### config.mk
export PLATFORM = sky130hd
export DESIGN_NAME = load_align_buffer
export DESIGN_NICKNAME = d
export VERILOG_FILES = /design/src/rtl/load_pkg.sv /design/src/rtl/load_format.sv /design/src/rtl/load_align_buffer.sv
export SDC_FILE = /design/constraint.sdc
export NUM_CORES = 1
export LEC_CHECK = 0
export CAP_MARGIN = 20
export CORE_ASPECT_RATIO = 0.7
export CORE_UTILIZATION = 48
export CTS_CLUSTER_SIZE = 24
export DETAILED_ROUTE_END_ITERATION = 16
export PLACE_DENSITY_LB_ADDON = 0.2
export SLEW_MARGIN = 25
export SYNTH_ARGS = -nofsm -noshare
export SYNTH_HDL_FRONTEND = slang
export SYNTH_SLANG_ARGS = --single-unit
### constraint.sdc
create_clock -name clk -period 3.7 [get_ports clk]
set_input_delay 0.37 -clock clk [delete_from_list [all_inputs] [get_ports clk]]
set_output_delay 0.37 -clock clk [all_outputs]
set_load 0.03 [all_outputs]
### src/rtl/load_pkg.sv
// load_pkg: shared types for the load alignment/extension buffer
package load_pkg;
    typedef enum logic [1:0] {
        SZ_B = 2'b00,
        SZ_H = 2'b01,
        SZ_W = 2'b10,
        SZ_D = 2'b11
    } load_size_t;

    // Reserved encoding behaves as a plain (non-merging) load.
    typedef enum logic [1:0] {
        MG_NONE  = 2'b00,
        MG_LEFT  = 2'b01,
        MG_RIGHT = 2'b10,
        MG_RSVD  = 2'b11
    } merge_t;

    localparam int LOAD_DATA_W_MAX = 64;
    localparam int LOAD_TAG_W_MAX  = 8;

    // Widest form of a queued result; instances size their own copy from DATA_W/TAG_W.
    typedef struct packed {
        logic [LOAD_DATA_W_MAX-1:0] data;
        logic [LOAD_TAG_W_MAX-1:0]  tag;
        logic                       err;
    } load_entry_t;
endpackage

### src/rtl/load_format.sv
// load_format: combinational align, sign/zero-extend, merge and alignment-error check
// Ports: in_data/in_addr_lo/in_size/in_sign raw load response; in_merge/in_old only
// with LOAD_MERGE_EN (LWL/LWR-style partial merge); fmt_data/fmt_err formatted result.
module load_format
    import load_pkg::*;
#(
    parameter  int DATA_W = 32,
    localparam int B      = DATA_W / 8,
    localparam int A      = $clog2(B)
) (
    input  logic [DATA_W-1:0] in_data,
    input  logic [A-1:0]      in_addr_lo,
    input  load_size_t        in_size,
    input  logic              in_sign,
`ifdef LOAD_MERGE_EN
    input  merge_t            in_merge,
    input  logic [DATA_W-1:0] in_old,
`endif
    output logic [DATA_W-1:0] fmt_data,
    output logic              fmt_err
);
    // Keep the low `bits` bits of v and fill the rest with its top bit when sgn is set.
    function automatic logic [DATA_W-1:0] extend(input logic [DATA_W-1:0] v, input int bits, input logic sgn);
        logic [DATA_W-1:0] m;
        m = ~({DATA_W{1'b1}} << bits);
        return (v & m) | ({DATA_W{sgn & v[bits-1]}} & ~m);
    endfunction

    logic [DATA_W-1:0] s, ext;
    logic              err;

    // Shifting by the full lane is exact for every legal access; misaligned ones are zeroed anyway.
    assign s   = in_data >> {in_addr_lo, 3'b000};
    assign ext = extend(s, in_size == SZ_B ? 8 : in_size == SZ_H ? 16 : in_size == SZ_W ? 32 : DATA_W, in_sign);
    assign err = in_size == SZ_H ? in_addr_lo[0] :
                 in_size == SZ_W ? |in_addr_lo[1:0] :
                 in_size == SZ_D ? (DATA_W == 32) || (|in_addr_lo) : 1'b0;

`ifdef LOAD_MERGE_EN
    logic [A+2:0]      sh_l, sh_r;
    logic [DATA_W-1:0] mg_l, mg_r;
    logic              mg;

    assign sh_r = {in_addr_lo, 3'b000};
    assign sh_l = {A'(B - 1) - in_addr_lo, 3'b000};
    assign mg_l = (in_data << sh_l) | (in_old & ~({DATA_W{1'b1}} << sh_l));
    assign mg_r = (in_data >> sh_r) | (in_old & ~({DATA_W{1'b1}} >> sh_r));
    assign mg   = in_merge == MG_LEFT || in_merge == MG_RIGHT;

    assign fmt_data = in_merge == MG_LEFT ? mg_l : in_merge == MG_RIGHT ? mg_r : err ? '0 : ext;
    assign fmt_err  = !mg && err;
`else
    assign fmt_data = err ? '0 : ext;
    assign fmt_err  = err;
`endif
endmodule

### src/rtl/load_align_buffer.sv
// load_align_buffer: formats load responses and queues them in a DEPTH-entry result FIFO for WB
// Ports: clk, rst (sync, active-high), flush; in_valid/in_ready/in_data/in_addr_lo/in_size/
// in_sign/in_tag response side; out_valid/out_ready/out_data/out_tag/out_err head of FIFO;
// out_count occupancy. Macro LOAD_MERGE_EN adds in_merge/in_old for unaligned merge loads.
module load_align_buffer
    import load_pkg::*;
#(
    parameter  int DATA_W = 32,
    parameter  int DEPTH  = 2,
    parameter  int TAG_W  = 5,
    localparam int A      = $clog2(DATA_W / 8),
    localparam int PW     = $clog2(DEPTH),
    localparam int CW     = PW + 1
) (
    input  logic              clk,
    input  logic              rst,
    input  logic              flush,
    input  logic              in_valid,
    output logic              in_ready,
    input  logic [DATA_W-1:0] in_data,
    input  logic [A-1:0]      in_addr_lo,
    input  logic [1:0]        in_size,
    input  logic              in_sign,
    input  logic [TAG_W-1:0]  in_tag,
`ifdef LOAD_MERGE_EN
    input  logic [1:0]        in_merge,
    input  logic [DATA_W-1:0] in_old,
`endif
    output logic              out_valid,
    input  logic              out_ready,
    output logic [DATA_W-1:0] out_data,
    output logic [TAG_W-1:0]  out_tag,
    output logic              out_err,
    output logic [CW-1:0]     out_count
);
    typedef struct packed {
        logic [DATA_W-1:0] data;
        logic [TAG_W-1:0]  tag;
        logic              err;
    } entry_t;

    entry_t            mem_q [DEPTH];
    logic [PW-1:0]     wr_q, wr_d, rd_q, rd_d;
    logic [CW-1:0]     count_q, count_d;
    logic [DATA_W-1:0] fmt_data;
    logic              fmt_err, push, pop;

    load_format #(.DATA_W(DATA_W)) u_fmt (
        .in_data    (in_data),
        .in_addr_lo (in_addr_lo),
        .in_size    (load_size_t'(in_size)),
        .in_sign    (in_sign),
`ifdef LOAD_MERGE_EN
        .in_merge   (merge_t'(in_merge)),
        .in_old     (in_old),
`endif
        .fmt_data   (fmt_data),
        .fmt_err    (fmt_err)
    );

    assign in_ready  = !rst && (count_q < CW'(DEPTH));
    assign out_valid = count_q != '0;
    assign push      = in_valid && in_ready;
    assign pop       = out_valid && out_ready;
    assign wr_d      = push ? wr_q + PW'(1) : wr_q;
    assign rd_d      = pop ? rd_q + PW'(1) : rd_q;
    assign count_d   = count_q + CW'(push) - CW'(pop);

    always_ff @(posedge clk) begin
        if (rst || flush) begin
            count_q <= '0;
            wr_q    <= '0;
            rd_q    <= '0;
        end else begin
            count_q <= count_d;
            wr_q    <= wr_d;
            rd_q    <= rd_d;
        end
    end

    // Storage needs no reset: an entry is only visible while count covers it.
    always_ff @(posedge clk) begin
        if (push) mem_q[wr_q] <= '{data: fmt_data, tag: in_tag, err: fmt_err};
    end

    assign out_data  = out_valid ? mem_q[rd_q].data : '0;
    assign out_tag   = out_valid ? mem_q[rd_q].tag : '0;
    assign out_err   = out_valid && mem_q[rd_q].err;
    assign out_count = count_q;
endmodule

==> results of run 1 <==
==> flip-flops by register name (all words and copies together), names as in the netlist, named ones only <==
register   flops
mem_q         76
out_count      2
rd_q           1
wr_q           1
==> worst paths after layout <==
| path | startpoint | endpoint | slack, ns | cells past startpoint |
|---|---|---|---|---|
| setup / recovery | register | out_data[20] | 0.98 | 4 |
| hold / removal | rd_q | register | 0.54 | 2 |
| setup reg to reg | out_count[1] | out_count[1] | 1.53 | 9 |
| hold reg to reg | rd_q | register | 0.54 | 2 |
==> logic make-up (layout without fill, tap and decap cells) <==
kind of cell / Yosys count / in the layout / share of synthesized area [%]
XOR/XNOR: 4 / 4 / 0.9078
AND/OR/NAND/NOR: 97 / 97 / 11.73
AO/OA/AOI/OAI: 38 / 38 / 5.705
adder cells (fa/ha/maj): 2 / 2 / 0.6482
flip-flops: 81 / 81 / 61.72
buffers and inverters: 18 / 112 / 3.015
multiplexers: 54 / 54 / 16.27
==> placed cells by master (no fill, tap or decap), types with 3 or more instances in the layout <==
cell type and instances:
o21ai_0 15, nand2b_1 5, nand2_1 18, edfxtp_1 76, nor2_1 47, nor3_1 4
nor2b_1 8, mux2i_1 47, a21oi_1 9, dfxtp_1 4, xnor2_1 3, buf_4 6
clkbuf_16 9, clkdlybuf4s50_1 88, o21ai_1 9, mux4_2 7
==> critical path: cells and delay by family, from the launching register on <==
family	cells	cell delay, ns
muxes	1	0.12
DFF	1	0.69
buffers and inverters	2	1.05
and+or+nand+nor	1	0.15
==> stage by stage <==
step           power [mW]  setup slack (ns)  cell area, sq um
3_5_place_dp        1.369             1.244              4812
3_3_place_gp        1.362             1.267              4812
5_1_grt             2.281            0.8371              5102
4_1_cts             2.218            0.9564              5102
6_report            2.202            0.9772              5102
2_1_floorplan       1.239            0.5365              3860
==> power by group <==
part / leakage (nW) / switching, mW / internal [mW] / total (mW)
sequential: 0.762 / 0.0101 / 1.04 / 1.05
combinational: 0.800 / 0.164 / 0.134 / 0.299
clock: 0.143 / 0.330 / 0.522 / 0.853
total: 1.71 / 0.505 / 1.70 / 2.20
==> layer usage <==
layer	GRT usage, %	wire length (um)	up-vias
li1	-	-	1249
met2	33.14	3974	83
met1	29.67	3698	1209
met4	4.400	58	0
met3	6.548	568	7
met5	0	0	-
==> final cells by class <==
| class | count | area [sq um] |
|---|---|---|
| flip-flops and latches | 81 | 2384 |
| fillers | 576 | 2445 |
| well taps | 98 | 122.6 |
| clock buffers | 11 | 232.7 |
| repair buffers | 94 | 925.9 |
| multi-input cells | 195 | 1373 |
| inverters | 2 | 7.507 |
| clock inverters | 5 | 57.56 |
==> cells in the mapped netlist, types with 2 or more instances <==
| cell | instances |
|---|---|
| a21oi_1 | 9 |
| buf_1 | 2 |
| buf_2 | 6 |
| buf_4 | 2 |
| buf_6 | 3 |
| clkbuf_1 | 2 |
| dfxtp_1 | 5 |
| edfxtp_1 | 76 |
| ha_1 | 2 |
| inv_1 | 2 |
| mux2i_1 | 47 |
| mux4_2 | 7 |
| nand2_1 | 18 |
| nand2b_1 | 5 |
| nor2_1 | 49 |
| nor2b_1 | 8 |
| nor3_1 | 4 |
| o21ai_0 | 15 |
| o21ai_1 | 9 |
| or2_2 | 2 |
| xnor2_1 | 3 |
==> results.md, run 1 <==
- Pin count of the biggest net entering global routing: 39
- Async set or reset register ratio after synthesis: 0%
- Height of the die: 77.03 um
- Worst vdd ir: 0.2185 mV
- Synth cell types: 39
- Fin Clk Skew: 0.005186 ns
- Worst setup SP type: register
- Cell total after placement: 470
- Crit path time final: 2.723 ns
- Top Ports: 89
- Setup Buffers After CTS: 0
- Port bufs: 88
- DRC viols: 0
- CTS Buffer Depth: 2
- Setup TNS: 0 ns
- Placed wire-length estimate: 5878 um
- HP Class: reg -> reg
- Routed len/inst: 17.08 um
- Layout Utilization: 67.61%
- Crit Path Max Fanout: 19
- Nets: 432
- LEAKAGE: 1.705 nW
- CTS sink count: 81
- Overall Global Routing Usage: 21.34%
- Share of layout cells above drive strength 1: 11.08%
- Detail Route Antenna Nets: 0
- Most common flop cell mapped by yosys: edfxtp_1
- Final setup violation count: 0
- Worst EP arrival: 2.35 ns
- Clk slew on worst S/H paths: 0.06 ns
- Area of the core: 7547 sq um
- Hold Slack: 0.5384 ns
- Root buf cell: clkbuf_16
- Die width: 109.2 um
- Total gr overflow: 0
- Mapped Cells: 294
- Worst-path cell chain: buf_4 > mux2i_1 > nor2_1 > clkdlybuf4s50_1
- Avg Cell Area, Syn: 13.13 sq um
- PwrDens: 431.7 nW/um^2
- Number of synthesized register bits: 81
- RSZ-0062 raised after global routing: false
- Final Instance Count excl. Fillers: 486
- Final hold violation count: 0
- Clock Latency Late Sink: 0.33 ns
- Num CTS Buffers: 9
- Final Max Slew Viols: 0
- Slew margin rel.: 38.35%
- Diode count: 0
- Number of flops mapped to enable cells by yosys: 76
- Routed WL: 8299 um
- Yosys top cell area share: 59.12%
- Rows: 26
- Yosys warnings: 0
- Area delta synth->final: 32.19%
- Initial DRC count: 147
- Leading area contributor after synthesis: edfxtp_1
- Vias in the first global route: 2,585
- First-pass GRT wire length: 13,100 um
- Drt first pass iters: 5
- CP max-delay cell: clkdlybuf4s50_1
- Final period utilization: 73.59%
- Max Clk Rate: 0.3673 GHz
- Initial Util: 51.14%
- Run status: finished clean
- TritonCTS clock tree: built
- Crit Path Class: reg -> out
- Mapped cell area: 3860 sq um
- # hold bufs at CTS: 0
- Die area: 8410 sq um
- Worst Tran Pin Value: 0.9248 ns
- Crit path capture type: output port
- Syn nets: 343
- DR vias/cell: 5.243
- Vias: 2,548
- Resized Gates After CTS: 0
- H-Tree Depth: 3
- Register area share after synthesis: 61.72%
- CP peak stage delay: 0.70 ns
- Initial antenna violation count: 0
- Max-Cap Viols: 0
- Worst path required time: 3.33 ns
- Ranking of synthesized cells by area: edfxtp_1, mux2i_1, nor2_1
- GP Congestion: 0.8311
Note: power is estimated with default switching activity, not from simulation.
==> run 2: changes to the inputs <==
- clock period: 3.7 -> 2.84 ns (I/O delays scaled with it)
==> results.md, run 2 (synthesized netlist as in run 1, its figures left out) <==
- Run status: finished clean
- Root buf cell: clkbuf_16
- Slew margin rel.: 53.12%
- Diode count: 0
- Num CTS Buffers: 9
- Placed wire-length estimate: 6194 um
- Flop pwr share: 44.7%
- Psw: 665.5 uW
- HP Start: in_tag[2]
- DRC viols: 0
- PwrDens: 588.9 nW/um^2
- Worst Tran Pin Value: 0.7011 ns
- Worst setup SP type: register
- Max-Cap Viols: 0
- LEAKAGE: 1.739 nW
- Nets: 435
- Crit path time final: 2.389 ns
- Area of the core: 7547 sq um
- Die width: 109.2 um
- Fill cell count: 576
- Pin count of the biggest net entering global routing: 39
- Worst path required time: 2.56 ns
- Drt first pass iters: 4
- H-Tree Depth: 3
- Initial DRC count: 124
- Vias in the first global route: 2,693
- Layout Utilization: 68.87%
- First-pass GRT wire length: 13,880 um
- HP Class: in -> reg
- Final Max Slew Viols: 0
- Routed WL: 8992 um
- Top Ports: 89
- Sw Share: 21.74%
- Total gr overflow: 0
- Max reg flops: 76
- Die area: 8410 sq um
- Initial antenna violation count: 0
- Worst EP arrival: 2.11 ns
- Crit path capture type: output port
- Vias: 2,698
- GP Congestion: 0.8861
- Placed instance area: 4860 sq um
- Most flops, register: mem_q
- Setup Buffers After CTS: 0
- TritonCTS clock tree: built
- Clk slew on worst S/H paths: 0.06 ns
- RSZ-0062 raised after global routing: false
- Crit Path Max Fanout: 31
- Final instance area: 5197 sq um
- Pwr Total: 3.061 mW
- CTS sink count: 81
- Routed len/inst: 18.39 um
- Commonest cells after routing, fill and taps aside: clkdlybuf4s50_1, edfxtp_1, nor2_1, mux2i_1, nand2_1
- Cell total after placement: 473
- Clock network power share: 42.1%
- Commonest non-fill, non-tap cell in the layout: clkdlybuf4s50_1
- Overall Global Routing Usage: 22.51%
- Setup TNS: 0 ns
- Height of the die: 77.03 um
- Final setup violation count: 0
- Crit Path Class: reg -> out
- Share of layout cells above drive strength 1: 11.76%
- Cell internal pwr: 2.396 mW
- Worst vdd ir: 0.3301 mV
- Rows: 26
- Combinational Power Share: 13.2%
- Max Clk Rate: 0.4185 GHz
- Detail Route Antenna Nets: 0
- Port bufs: 88
- DR vias/cell: 5.517
- Initial Util: 51.14%
- Final hold violation count: 0
- Final period utilization: 84.13%
- Fin Clk Skew: 0.005336 ns
- Resized Gates After CTS: 0
- Area delta synth->final: 34.65%
- CTS Buffer Depth: 2
- # hold bufs at CTS: 0
- Reg2reg start: out_count[1]
- Clock Latency Late Sink: 0.32 ns
- Final Instance Count excl. Fillers: 489
==> run 2: cell types whose count changed in the layout (fill, tap and decap cells not counted), sizes merged <==
cell and delta:
buf +3, bufinv +2, clkinv -4, clkinvlp +2
==> run 2: through the flow <==
stage | hold WS [ns] | worst slack (ns)
2_1_floorplan | 0.3591 | 0.2894
3_3_place_gp | 0.5292 | 0.4400
3_5_place_dp | 0.5276 | 0.4149
4_1_cts | 0.5344 | 0.4249
5_1_grt | 0.5365 | 0.3732
6_report | 0.5423 | 0.4506
==> run 2: critical path, stage by stage, from the launching register on <==
cell	delay, ns
dfxtp_2	0.50
buf_12	0.30
mux2i_1	0.14
nor2_1	0.14
clkdlybuf4s50_1	0.69
==> run 2: final cells by class <==
class	count	area, sq um	share of cell area (%)
sequential	81	2384	45.86
inverter	2	7.507	0.1444
tap	98	122.6	2.359
clock buffer	11	232.7	4.478
multi-input combinational	195	1373	26.41
timing repair buffer	97	973.4	18.73
clock inverter	5	105.1	2.022
==> run 2: power by group through the flow <==
stage                     sequential (mW)  clock [mW]  combinational [mW]
after global placement               1.39           0               0.396
after global routing                 1.37        1.36               0.431
after CTS                            1.37        1.31               0.406
after detailed placement             1.39           0               0.402
final                                1.37        1.29               0.405
after floorplan                      1.39           0               0.222
==> run 2: final timing paths <==
kind | cells past startpoint | slack [ns] | end
setup reg to reg | 10 | 0.83 | out_count[1]
hold / removal | 1 | 0.54 | mem_q[0][3]
hold reg to reg | 2 | 0.57 | register
setup / recovery | 4 | 0.45 | out_data[15]
==> run 2: layer usage <==
layer / GRT usage (%) / wire [um] / part of all wire (%)
met1: 30.04 / 3961 / 44
met2: 35.97 / 4338 / 48
met3: 5.527 / 608 / 6.8
met4: 7.467 / 84 / 0.93
met5: 0 / 0 / 0
